### config.mk
export PLATFORM = sky130hd
export DESIGN_NAME = traffic_phase_timer
export DESIGN_NICKNAME = d
export VERILOG_FILES = /design/src/rtl/traffic_pkg.sv /design/src/rtl/phase_tc_cmp.sv /design/src/rtl/traffic_phase_timer.sv
export SDC_FILE = /design/constraint.sdc
export NUM_CORES = 1
export LEC_CHECK = 0
export BUFFER_PORTS_ARGS = -buffer_cell sky130_fd_sc_hd__buf_2
export CORE_MARGIN = 4
export CORE_UTILIZATION = 50
export CTS_CLUSTER_DIAMETER = 50
export DETAILED_ROUTE_END_ITERATION = 10
export PLACE_DENSITY = 0.81
export SYNTH_ARGS = -nofsm -noshare
export SYNTH_HDL_FRONTEND = slang
export SYNTH_SLANG_ARGS = --single-unit
### constraint.sdc
create_clock -name i_clk -period 2.2 [get_ports i_clk]
set_input_delay 0.22 -clock i_clk [delete_from_list [all_inputs] [get_ports i_clk]]
set_output_delay 0.22 -clock i_clk [all_outputs]
set_load 0.02 [all_outputs]
### src/rtl/traffic_pkg.sv
// traffic_pkg
// Shared definitions for the traffic phase timer:
//   - state_t      : run/hold controller states (IDLE, RUN, HOLD)
//   - PH_*         : phase indices of the classic three-phase ring
//   - DEF_*        : default parameter values used by the timer and its compare
package traffic_pkg;

  typedef enum logic [1:0] {
    IDLE = 2'd0,
    RUN  = 2'd1,
    HOLD = 2'd2
  } state_t;

  localparam int PH_RED    = 0;
  localparam int PH_GREEN  = 1;
  localparam int PH_YELLOW = 2;

  localparam int DEF_NUM_PHASES = 3;
  localparam int DEF_CNT_W      = 4;
  localparam int DEF_PED_PHASE  = 1;
  localparam int DEF_PED_MIN    = 2;

endpackage

### src/rtl/phase_tc_cmp.sv
// phase_tc_cmp
// Combinational terminal-count compare for one phase: tc is high when the
// elapsed count has reached the last cycle of the latched duration.
// A latched duration of 0 behaves like 1, so its last cycle is count 0.
// Ports:
//   i_count  [CNT_W] cycles elapsed in the current phase
//   i_shadow [CNT_W] latched duration of the current phase
//   o_tc     [1]     count is on the last cycle of the phase
module phase_tc_cmp
  import traffic_pkg::*;
#(
  parameter int CNT_W = DEF_CNT_W
) (
  input  logic [CNT_W-1:0] i_count,
  input  logic [CNT_W-1:0] i_shadow,
  output logic             o_tc
);

  logic [CNT_W-1:0] w_last;

  assign w_last = (i_shadow == '0) ? '0 : (i_shadow - CNT_W'(1));
  assign o_tc   = (i_count == w_last);

endmodule

### src/rtl/traffic_phase_timer.sv
// traffic_phase_timer
// Traffic-light phase sequencer: walks a fixed ring of NUM_PHASES phases,
// each lasting a programmable number of RUN cycles, under run/hold control.
// Durations are latched into a shadow register on phase entry, so edits to
// i_phase_time only take effect from the next entry of that phase.
// Optional macro TRAFFIC_PED_REQ_EN adds i_ped_req: a sticky pedestrian
// request that cuts PED_PHASE short once PED_MIN cycles have elapsed in it.
// Ports:
//   i_clk          [1]              clock, rising edge
//   i_rst_n        [1]              synchronous active-low reset
//   i_en           [1]              run enable, low returns to IDLE (beats hold)
//   i_hold         [1]              freeze count and phase while high
//   i_phase_time   [NUM_PHASES*CNT_W] packed durations, phase p at [p*CNT_W +: CNT_W]
//   i_ped_req      [1]              pedestrian request (TRAFFIC_PED_REQ_EN only)
//   o_phase_idx    [clog2(NUM_PHASES)] current phase
//   o_phase_onehot [NUM_PHASES]     one-hot of o_phase_idx
//   o_count        [CNT_W]          cycles elapsed in the current phase
//   o_phase_done   [1]              pulse on each phase transition
//   o_wrap         [1]              pulse when the ring returns to phase 0
//   o_busy         [1]              high in RUN or HOLD
module traffic_phase_timer
  import traffic_pkg::*;
#(
  parameter int NUM_PHASES = DEF_NUM_PHASES,
  parameter int CNT_W      = DEF_CNT_W,
  parameter int PED_PHASE  = DEF_PED_PHASE,
  parameter int PED_MIN    = DEF_PED_MIN   // must be at least 1
) (
  input  logic                          i_clk,
  input  logic                          i_rst_n,
  input  logic                          i_en,
  input  logic                          i_hold,
  input  logic [NUM_PHASES*CNT_W-1:0]   i_phase_time,
`ifdef TRAFFIC_PED_REQ_EN
  input  logic                          i_ped_req,
`endif
  output logic [$clog2(NUM_PHASES)-1:0] o_phase_idx,
  output logic [NUM_PHASES-1:0]         o_phase_onehot,
  output logic [CNT_W-1:0]              o_count,
  output logic                          o_phase_done,
  output logic                          o_wrap,
  output logic                          o_busy
);

  localparam int                IDX_W        = $clog2(NUM_PHASES);
  localparam logic [IDX_W-1:0]  IDX_LAST     = IDX_W'(NUM_PHASES - 1);
  localparam logic [IDX_W-1:0]  IDX_PED      = IDX_W'(PED_PHASE);
  localparam logic [CNT_W-1:0]  CNT_PED_LAST = CNT_W'(PED_MIN - 1);

  state_t                r_state, w_state_next;
  logic [IDX_W-1:0]      r_phase_idx, w_idx_next, w_idx_inc;
  logic [CNT_W-1:0]      r_count, w_count_next;
  logic [CNT_W-1:0]      r_shadow, w_shadow_next;
  logic [NUM_PHASES-1:0] r_onehot, w_onehot_next;
  logic                  r_phase_done, w_done_next;
  logic                  r_wrap, w_wrap_next;
  logic                  r_busy;
  logic                  w_tc_cmp, w_tc;
  logic                  w_ped_window, w_ped_pending;
  logic [CNT_W-1:0]      w_phase_time [NUM_PHASES];

  genvar gi;
  generate
    for (gi = 0; gi < NUM_PHASES; gi++) begin : g_phase
      assign w_phase_time[gi]  = i_phase_time[gi*CNT_W +: CNT_W];
      assign w_onehot_next[gi] = (w_idx_next == IDX_W'(gi));
    end
  endgenerate

  phase_tc_cmp #(
    .CNT_W (CNT_W)
  ) u_tc_cmp (
    .i_count  (r_count),
    .i_shadow (r_shadow),
    .o_tc     (w_tc_cmp)
  );

  assign w_idx_inc = (r_phase_idx == IDX_LAST) ? '0 : (r_phase_idx + IDX_W'(1));

  // Window in which a pending pedestrian request may end PED_PHASE early.
  assign w_ped_window = (r_state == RUN) && (r_phase_idx == IDX_PED) &&
                        (r_count >= CNT_PED_LAST);

`ifdef TRAFFIC_PED_REQ_EN
  logic r_ped_latch;
  logic w_ped_clear;

  // Leaving PED_PHASE serves the request; dropping to IDLE abandons it.
  // A request arriving on the clearing edge is treated as already served.
  assign w_ped_clear = ((r_phase_idx == IDX_PED) && (w_idx_next != IDX_PED)) ||
                       ((r_state != IDLE) && (w_state_next == IDLE));

  always_ff @(posedge i_clk) begin
    if (!i_rst_n)         r_ped_latch <= 1'b0;
    else if (w_ped_clear) r_ped_latch <= 1'b0;
    else if (i_ped_req)   r_ped_latch <= 1'b1;
  end

  assign w_ped_pending = r_ped_latch;
`else
  // No request source in this build; the window term reduces to zero.
  assign w_ped_pending = 1'b0;
`endif

  assign w_tc = w_tc_cmp | (w_ped_window & w_ped_pending);

  always_comb begin
    w_state_next  = r_state;
    w_idx_next    = r_phase_idx;
    w_count_next  = r_count;
    w_shadow_next = r_shadow;
    w_done_next   = 1'b0;
    w_wrap_next   = 1'b0;
    case (r_state)
      IDLE: begin
        if (i_en) begin
          w_state_next  = RUN;
          w_idx_next    = IDX_W'(PH_RED);
          w_count_next  = '0;
          w_shadow_next = w_phase_time[PH_RED];
        end
      end
      RUN: begin
        if (!i_en) begin
          w_state_next = IDLE;
          w_idx_next   = IDX_W'(PH_RED);
          w_count_next = '0;
        end else if (i_hold) begin
          // Entering HOLD freezes this cycle too, even on a terminal count.
          w_state_next = HOLD;
        end else if (w_tc) begin
          w_idx_next    = w_idx_inc;
          w_count_next  = '0;
          w_shadow_next = w_phase_time[w_idx_inc];
          w_done_next   = 1'b1;
          w_wrap_next   = (w_idx_inc == '0);
        end else begin
          w_count_next = r_count + CNT_W'(1);
        end
      end
      HOLD: begin
        if (!i_en) begin
          w_state_next = IDLE;
          w_idx_next   = IDX_W'(PH_RED);
          w_count_next = '0;
        end else if (!i_hold) begin
          w_state_next = RUN;
        end
      end
      default: begin
        w_state_next = IDLE;
        w_idx_next   = IDX_W'(PH_RED);
        w_count_next = '0;
      end
    endcase
  end

  always_ff @(posedge i_clk) begin
    if (!i_rst_n) begin
      r_state      <= IDLE;
      r_phase_idx  <= '0;
      r_onehot     <= NUM_PHASES'(1);
      r_count      <= '0;
      r_shadow     <= '0;
      r_phase_done <= 1'b0;
      r_wrap       <= 1'b0;
      r_busy       <= 1'b0;
    end else begin
      r_state      <= w_state_next;
      r_phase_idx  <= w_idx_next;
      r_onehot     <= w_onehot_next;
      r_count      <= w_count_next;
      r_shadow     <= w_shadow_next;
      r_phase_done <= w_done_next;
      r_wrap       <= w_wrap_next;
      r_busy       <= (w_state_next != IDLE);
    end
  end

  assign o_phase_idx    = r_phase_idx;
  assign o_phase_onehot = r_onehot;
  assign o_count        = r_count;
  assign o_phase_done   = r_phase_done;
  assign o_wrap         = r_wrap;
  assign o_busy         = r_busy;

endmodule

* Yosys cells after proc, flatten, opt, wreduce, memory -nomap -nowiden
Index checks and enable logic that the tools add are counted.
** Cells by class
- Reductions and logical operators :: 10
- Eq/ne operators :: 12
- Add/sub/neg operators :: 3
- Mux-type cells :: 29
- Bitwise gates (word level) :: 5
- Magnitude comparators :: 1
** Operators by type and width (count)
- 4-bit 2-to-1 mux :: 12
- 2-bit 2-to-1 mux :: 11
- 2-bit case mux with 3 select lines :: 2
- 4-bit case mux with 3 select lines :: 1
- 4-bit binary-select mux with 2-bit select :: 1
- 2-bit != test (second input constant) :: 4
- 4-bit case mux with 2 select lines :: 1
- 2-bit equality test (second input constant) :: 3
- 2-bit zero test :: 3
- 5-bit AND reduction :: 1
- 5-bit OR reduction :: 1
- 4-bit by 1-bit adder with 4-bit output (second input constant) :: 1
- 2-bit by 1-bit equality test with 1-bit output (second input constant) :: 2
- 4-bit equality test :: 1
- 4-bit zero test :: 1
- 1-bit NOT :: 4
- 2-bit nonzero test :: 2
- 4-bit OR reduction :: 1
- 4-bit by 1-bit subtractor with 4-bit output (second input constant) :: 1
- 3-bit >= comparator (second input constant) :: 1
- 3-bit != test (second input constant) :: 1
- 2-bit NOT with 3-bit output :: 1
- 3-bit AND reduction :: 1
- 2-bit by 1-bit adder with 2-bit output (second input constant) :: 1
- other kinds (2) :: 2
** Word-level totals
- Word-level logic and storage cells :: 68
- Output and inout bits :: 12
- Register bits after elaboration :: 18

* Logic depth before layout (Yosys ltp)
Gate-level depths: netlist of run 1.
- Depth after elaboration :: 10
- Depth in mapped cells :: 7

* Hierarchy
Synthesis of run 1 repeated with hierarchy kept, for this count alone.
** Unflattened totals
- Cells, all modules :: 119
- Area, all modules :: 1068.5 um^2
** Modules (own cells, without submodules)
- traffic_phase_timer :: area an instance 930.9 um^2, sequential area each 360.3 um^2, instances 1, cells an instance 97
- phase_tc_cmp :: area an instance 137.6 um^2, sequential area each 0.0 um^2, instances 1, cells an instance 22

* Worst setup path after synthesis of run 1
OpenSTA, ideal clock, no wires.
- Path kind :: reg2reg
- Start point :: register r_count[2] (netlist: o_count[2])
- End point :: register r_shadow[0]
- Clock period less this slack :: 1.800 ns
- Data arrival time :: 1.677 ns
- Buffers on the path :: 0
- Setup slack :: 0.400 ns
- Stages on the path, launching flop included :: 7
- Data required time :: 2.078 ns
- Path through :: dfxtp_1 -> nand2b_1 -> a22oi_1 -> nand4_2 -> a21o_4 -> o31a_4 -> mux2i_1
** Between the ends
- Cells in the longest elaborated chain, start to end :: 3
** RTL lines
- start, declared :: RTL line traffic_phase_timer.sv:52 : logic [CNT_W-1:0] r_count, w_count_next;
- start signal, assigned :: RTL line traffic_phase_timer.sv:172 : r_count <= w_count_next;
- 4-bit equality test :: RTL line phase_tc_cmp.sv:22 : assign o_tc = (i_count == w_last);
- 2-bit by 1-bit != test with 1-bit output (no line)
- 5-bit AND reduction (no line)
- end signal, assigned :: RTL line traffic_phase_timer.sv:173 : r_shadow <= w_shadow_next;
- end, declared :: RTL line traffic_phase_timer.sv:53 : logic [CNT_W-1:0] r_shadow, w_shadow_next;
Every way passes these cells.
A chain may end at the register's enable or synchronous reset.

* Worst setup path after layout of run 1
- Start point :: register r_shadow[1]
- End point :: register r_phase_idx[0] (netlist: o_phase_idx[0])
** Between the ends
- Cells in the longest elaborated chain, start to end :: 7
** RTL lines
- 4-bit by 1-bit subtractor with 4-bit output / 4-bit zero test (equally long branches) :: RTL line phase_tc_cmp.sv:21 : assign w_last = (i_shadow == '0) ? '0 : (i_shadow - CNT_W'(1));
- 4-bit 2-to-1 mux * :: RTL line phase_tc_cmp.sv:21
- 4-bit equality test * :: RTL line phase_tc_cmp.sv:22
- 2-bit 2-to-1 mux * :: RTL line traffic_phase_timer.sv:131 : end else if (w_tc) begin
- 2-bit 2-to-1 mux * :: RTL line traffic_phase_timer.sv:128 : end else if (i_hold) begin
- 2-bit 2-to-1 mux * :: RTL line traffic_phase_timer.sv:124 : if (!i_en) begin
- 2-bit case mux with 3 select lines * :: RTL line traffic_phase_timer.sv:114 : case (r_state)
- end signal, assigned :: RTL line traffic_phase_timer.sv:170 : r_phase_idx <= w_idx_next;
- end, declared :: RTL line traffic_phase_timer.sv:51 : logic [IDX_W-1:0] r_phase_idx, w_idx_next, w_idx_inc;
Every way passes the cells marked *; elsewhere a longest branch is shown, timed or not.

==> results.yml, run 1 <==
synthesis:
  postSynthCellCount: 122
  synth_top_cells_by_count: "18 x sky130_fd_sc_hd__dfxtp_1, 14 x sky130_fd_sc_hd__nand2_1, 8 x sky130_fd_sc_hd__mux2i_1, 8 x sky130_fd_sc_hd__o211ai_1, 7 x sky130_fd_sc_hd__nor2_1"
  synth_area_leaders: "sky130_fd_sc_hd__dfxtp_1 34%, sky130_fd_sc_hd__mux2i_1 7.7%, sky130_fd_sc_hd__o211ai_1 5.7%, sky130_fd_sc_hd__nand2_1 5.0%, sky130_fd_sc_hd__nor2b_1 3.0%"
  ys_async_sr_fraction_pct: 0
  synth.lib_cells_used.distinct: 44
  netlist.top_cell.by_area: "sky130_fd_sc_hd__dfxtp_1"
  synth_seq_area_share_pct: 34.5
  synth-warning-count: 0
  mappedNetlistArea_mm2: 0.00104
  ys_ff_latch: 18
  post-synth-top-count-cell: "sky130_fd_sc_hd__dfxtp_1"
  yosysTopAreaCellShare_pct: 34.5
  synth_nets: 139
  synth_flop_cell: "sky130_fd_sc_hd__dfxtp_1"
  synth_enable_flop_cells: 0
  synth_area_per_cell_um2: 8.56
worst_setup_path:
  reg2reg_setup_slack_ns: 0.28
  worst-endpoint-arrival_ns: 2.17
  worst_setup_path_start_kind: "flop"
  category_of_the_worst_setup_path_capture_point: "flop"
  worstPathRequired_ns: 2.45
  crit_fanout: 7
  setup.worst_path.class: "reg -> reg"
floorplanning:
  standard_cell_core_area_mm2: 0.00198
  floorplan.io_pins: 28
  rows: 16
  die_x_um: 53.7
  design.die.area_mm2: 0.00288
  initial_utilization_pct: 52.7
  die_height_um: 53.7
grt:
  grt_max_degree: 13
  grt_pass1_vias: 952
  number_of_antenna_violations_at_the_first_check_in_global_routing: 0
  grt-ovfl-total: 0
  grt_pass1_wl_um: 4110
  groute.usage.overall_pct: 19.1
drt:
  num_vias: 1006
  drt-initial-drc-count: 24
  routed_vias_inst: 5.72
  postRouteAntennaNets: 0
  wl_per_cell_um: 13.5
  drt_drc_violations_left: 0
  drt_pre_antenna_iters: 4
  totalWireLength_um: 2380
timing:
  fmax_mhz: 520
  setup-violations-final: 0
  timing.final.crit_share_pct: 87.4
  tns_ns: 0
  timing_worst_slew_pin_value_ns: 0.457
  finalClockSkew_ns: 0.00618
  maxSlewHeadroom_pct: 69.5
  unrepaired_setup_endpoints_after_global_routing: "false"
  report.final.slew_viol_count: 0
  period_minus_slack_ns: 1.92
  finalHoldViolCount: 0
clock_tree:
  clock_sink_count: 18
  post_cts.repair.setup_buffers: 0
  tritoncts.num_buffers: 3
  post_cts_resized: 0
  cts_hold_buffers: 0
  cts.clk_slew.worst_paths_ns: 0.11
  source_to_sink_clock_delay_at_the_later_pin_of_the_worst_skew_pair_ns: 0.30
  clockRootBuffer: "sky130_fd_sc_hd__clkbuf_4"
  cts_tree: "yes"
  clock_tree.htree_level_count: 1
  clockBufferDepth: 2
place:
  placer_s_final_routability_congestion_estimate: 0.850
  buffer_ports.inserted: 27
  cell_area_placed_mm2: 0.00119
  dpl.hpwl_um: 1740
pwr:
  max-vdd-ir-drop_mv: 0.493
  power.density_mw_per_mm2: 576
  leakage_power_nw: 0.554
finish:
  finalNetCount: 167
  post_route_cells_drive_above_1_share_pct: 24.8
  post-route-cell-area_mm2: 0.00122
  antennaDiodeCount: 0
  area_delta_synth_final_pct: 17.2
job:
  cap_violations: 0
hold_path:
  path_class_of_the_lowest_slack_min_delay_path: "in -> reg"
status:
  outcome: "finished, final reports clean"
layout make-up:
class                      count  area (um2)
fill                         186         757
multi-input combinational     94         629
sequential                    18         360
timing repair buffer          29         150
clock buffer                   4        36.3
tap                           27        33.8
inverter                       4        15.0
through the flow:
step                hold slack, ns  std cells  worst slack (ns)  utilization, %  power, mW
global route                 0.244        176            0.0742            61.8      0.740
detailed placement           0.525        172             0.330            60.0      0.500
floorplan                    0.332        122             0.400               -      0.463
finish                       0.203        176             0.277            61.8      0.706
global placement             0.501        172             0.398            60.0      0.495
CTS                          0.208        176             0.292            61.8      0.704
kinds of logic after synthesis:
group                    after synthesis  synth area share, %
AND/OR/NAND/NOR                       52                 26.6
AO/OA/AOI/OAI                         31                 23.1
flip-flops                            18                 34.5
buffers and inverters                 10                 5.27
multiplexers                           8                 7.66
XOR/XNOR                               2                 1.68
adder cells (fa/ha/maj)                1                 1.20
critical path, stage by stage, from the launching register on:
cell and delay [ns]:
sky130_fd_sc_hd__dfxtp_1 0.48, sky130_fd_sc_hd__o31ai_1 0.12, sky130_fd_sc_hd__a22oi_1 0.23, sky130_fd_sc_hd__nand4_2 0.17, sky130_fd_sc_hd__a211oi_2 0.46, sky130_fd_sc_hd__nor4b_1 0.28, sky130_fd_sc_hd__o21a_1 0.14
placed cells by master (no fill, tap or decap), types with 2 or more instances in the layout:
master,Yosys,layout
sky130_fd_sc_hd__nand2_1,14,14
sky130_fd_sc_hd__nor4_1,2,2
sky130_fd_sc_hd__clkbuf_4,0,3
sky130_fd_sc_hd__buf_4,1,2
sky130_fd_sc_hd__nor3_1,3,3
sky130_fd_sc_hd__and2_1,2,2
sky130_fd_sc_hd__nor3b_1,2,2
sky130_fd_sc_hd__and3_1,2,2
sky130_fd_sc_hd__dfxtp_1,18,18
sky130_fd_sc_hd__o21ai_0,3,3
sky130_fd_sc_hd__nor2_1,7,7
sky130_fd_sc_hd__nor2b_1,5,5
sky130_fd_sc_hd__o211ai_1,8,8
sky130_fd_sc_hd__nand3_1,6,6
sky130_fd_sc_hd__mux2i_1,8,8
sky130_fd_sc_hd__a21oi_1,2,2
sky130_fd_sc_hd__a22oi_1,3,3
sky130_fd_sc_hd__nand4_1,2,2
sky130_fd_sc_hd__buf_2,0,27
sky130_fd_sc_hd__inv_1,4,4
sky130_fd_sc_hd__a21o_1,2,2
sky130_fd_sc_hd__a31oi_1,2,2
routing by layer:
layer | part of all wire (%) | track usage [%]
met1 | 44 | 23.8
met2 | 51 | 30.4
met3 | 4.0 | 3.60
met4 | 0.97 | 10.6
met5 | 0 | 0
path summary, 6_finish.rpt:
check,startpoint,endpoint,cells past startpoint
min reg2reg,r_shadow[3],r_shadow[3],2
max,r_shadow[1],o_phase_idx[0],6
max reg2reg,r_shadow[1],o_phase_idx[0],6
min,i_en,o_busy,3
flip-flops by register name (all words and copies together) (netlist names):
signal,flops
o_busy,1
o_count,4
o_phase_done,1
o_phase_idx,2
o_phase_onehot,3
o_wrap,1
r_shadow,4
r_state,2
power breakdown:
group,leakage [nW],internal (mW),switching [mW]
logic,0.386,0.0633,0.0788
registers,0.146,0.336,0.0159
clock network,0.0210,0.101,0.110
total,0.554,0.501,0.205
(Power assumes the default switching activity.)
==> run 2: changes to the inputs <==
--- a/config.mk
+++ b/config.mk
@@ -11,6 +11,7 @@
 export CTS_CLUSTER_DIAMETER = 50
 export DETAILED_ROUTE_END_ITERATION = 10
 export PLACE_DENSITY = 0.81
+export RECOVER_POWER = 25
 export SYNTH_ARGS = -nofsm -noshare
 export SYNTH_HDL_FRONTEND = slang
 export SYNTH_SLANG_ARGS = --single-unit
==> results.yml, run 2 (synthesized netlist as in run 1, its figures left out) <==
floorplanning:
  initial_utilization_pct: 52.7
  design.die.area_mm2: 0.00288
  rows: 16
  floorplan.io_pins: 28
  die_height_um: 53.7
  standard_cell_core_area_mm2: 0.00198
  die_x_um: 53.7
drt:
  drt_pre_antenna_iters: 4
  totalWireLength_um: 2370
  drt-initial-drc-count: 24
  routed_vias_inst: 5.74
  postRouteAntennaNets: 0
  drt_drc_violations_left: 0
  num_vias: 1010
  wl_per_cell_um: 13.5
grt:
  grt_pass1_vias: 952
  groute.usage.overall_pct: 19.1
  number_of_antenna_violations_at_the_first_check_in_global_routing: 0
  grt_pass1_wl_um: 4110
  grt-ovfl-total: 0
  grt_max_degree: 13
job:
  cap_violations: 0
timing:
  report.final.slew_viol_count: 0
  period_minus_slack_ns: 1.92
  maxSlewHeadroom_pct: 69.8
  finalClockSkew_ns: 0.00668
  finalHoldViolCount: 0
  timing.final.crit_share_pct: 87.3
  setup-violations-final: 0
  tns_ns: 0
  fmax_mhz: 521
  postLayoutSetupSlackWorst_ns: 0.280
  unrepaired_setup_endpoints_after_global_routing: "false"
  timing_worst_slew_pin_value_ns: 0.452
finish:
  area_delta_synth_final_pct: 16.4
  multi_input_gate_area_um2: 629
  finalNetCount: 167
  post-route-cell-area_mm2: 0.00122
  n_fill_cell: 187
  layout.area.seq_um2: 360
  post_route_cells_drive_above_1_share_pct: 20.1
  top_library_cells_by_usage_in_the_layout_fill_and_taps_aside: "20 x sky130_fd_sc_hd__buf_2, 18 x sky130_fd_sc_hd__dfxtp_1, 14 x sky130_fd_sc_hd__nand2_1"
  antennaDiodeCount: 0
  layout_commonest_cell: "sky130_fd_sc_hd__buf_2"
place:
  dpl.hpwl_um: 1740
  cell_area_placed_mm2: 0.00119
  placement.setup.worst_slack_ns: 0.330
  placer_s_final_routability_congestion_estimate: 0.850
  buffer_ports.inserted: 27
clock_tree:
  cts_tree: "yes"
  cts.clk_slew.worst_paths_ns: 0.11
  post_cts_resized: 0
  post_cts.repair.setup_buffers: 0
  source_to_sink_clock_delay_at_the_later_pin_of_the_worst_skew_pair_ns: 0.30
  clock_tree.htree_level_count: 1
  clockBufferDepth: 2
  cts_hold_buffers: 0
  clock_sink_count: 18
  clockRootBuffer: "sky130_fd_sc_hd__clkbuf_4"
  tritoncts.num_buffers: 3
status:
  outcome: "finished, final reports clean"
worst_setup_path:
  setup.worst_path.class: "reg -> reg"
  worstPathRequired_ns: 2.45
  worst_setup_path_start_kind: "flop"
  worst-endpoint-arrival_ns: 2.17
  reg2reg_setup_slack_ns: 0.28
  crit_fanout: 7
  category_of_the_worst_setup_path_capture_point: "flop"
pwr:
  leakage_power_nw: 0.527
  power.density_mw_per_mm2: 579
  max-vdd-ir-drop_mv: 0.482
hold_path:
  path_class_of_the_lowest_slack_min_delay_path: "in -> reg"
-- run 2: cell count changes in the layout (fill, tap and decap cells not counted), sizes merged --
cell	before	now
buf	29	22
clkbuf	4	11
-- run 2: cell type report --
cell class,count,share of cell area [%]
Clock buffer,4,2.98
Inverter,4,1.23
Multi-Input combinational cell,94,51.7
Timing Repair Buffer,29,11.6
Tap cell,27,2.78
Sequential cell,18,29.6
-- run 2: path summary, 6_finish.rpt --
check / depth (start not counted) / endpoint / start
worst max-delay path: 6 / o_phase_idx[0] / r_shadow[1]
worst min-delay path: 3 / o_busy / i_en
worst max register to register: 6 / o_phase_idx[0] / r_shadow[1]
worst min register to register: 2 / r_shadow[3] / r_shadow[3]
-- run 2: report_power, final --
part | switching [mW] | total (mW) | internal (mW)
logic | 0.0788 | 0.142 | 0.0628
clock network | 0.110 | 0.211 | 0.101
registers | 0.0160 | 0.352 | 0.336
-- run 2: critical path: stages (launching register included) --
cell and delay [ns]:
sky130_fd_sc_hd__dfxtp_1 0.48, sky130_fd_sc_hd__o31ai_1 0.12, sky130_fd_sc_hd__a22oi_1 0.23, sky130_fd_sc_hd__nand4_2 0.17
sky130_fd_sc_hd__a211oi_2 0.45, sky130_fd_sc_hd__nor4b_1 0.27, sky130_fd_sc_hd__o21a_1 0.14
-- run 2: through the flow --
| stage | instances | hold WS (ns) | util (%) | power (mW) |
|---|---|---|---|---|
| 6_report | 176 | 0.203 | 61.4 | 0.705 |
| 5_1_grt | 176 | 0.244 | 61.4 | 0.739 |
| 4_1_cts | 176 | 0.208 | 61.8 | 0.704 |
| 3_5_place_dp | 172 | 0.525 | 60.0 | 0.500 |
| 3_3_place_gp | 172 | 0.501 | 60.0 | 0.495 |
| 2_1_floorplan | 122 | 0.332 | - | 0.463 |
-- run 2: routing by layer --
layer	share of wire, %	vias up	GRT usage [%]
met5	0	-	0
met4	0.97	0	10.6
met3	5.9	3	3.60
met2	51	29	30.4
met1	42	475	23.8
li1	-	503	-
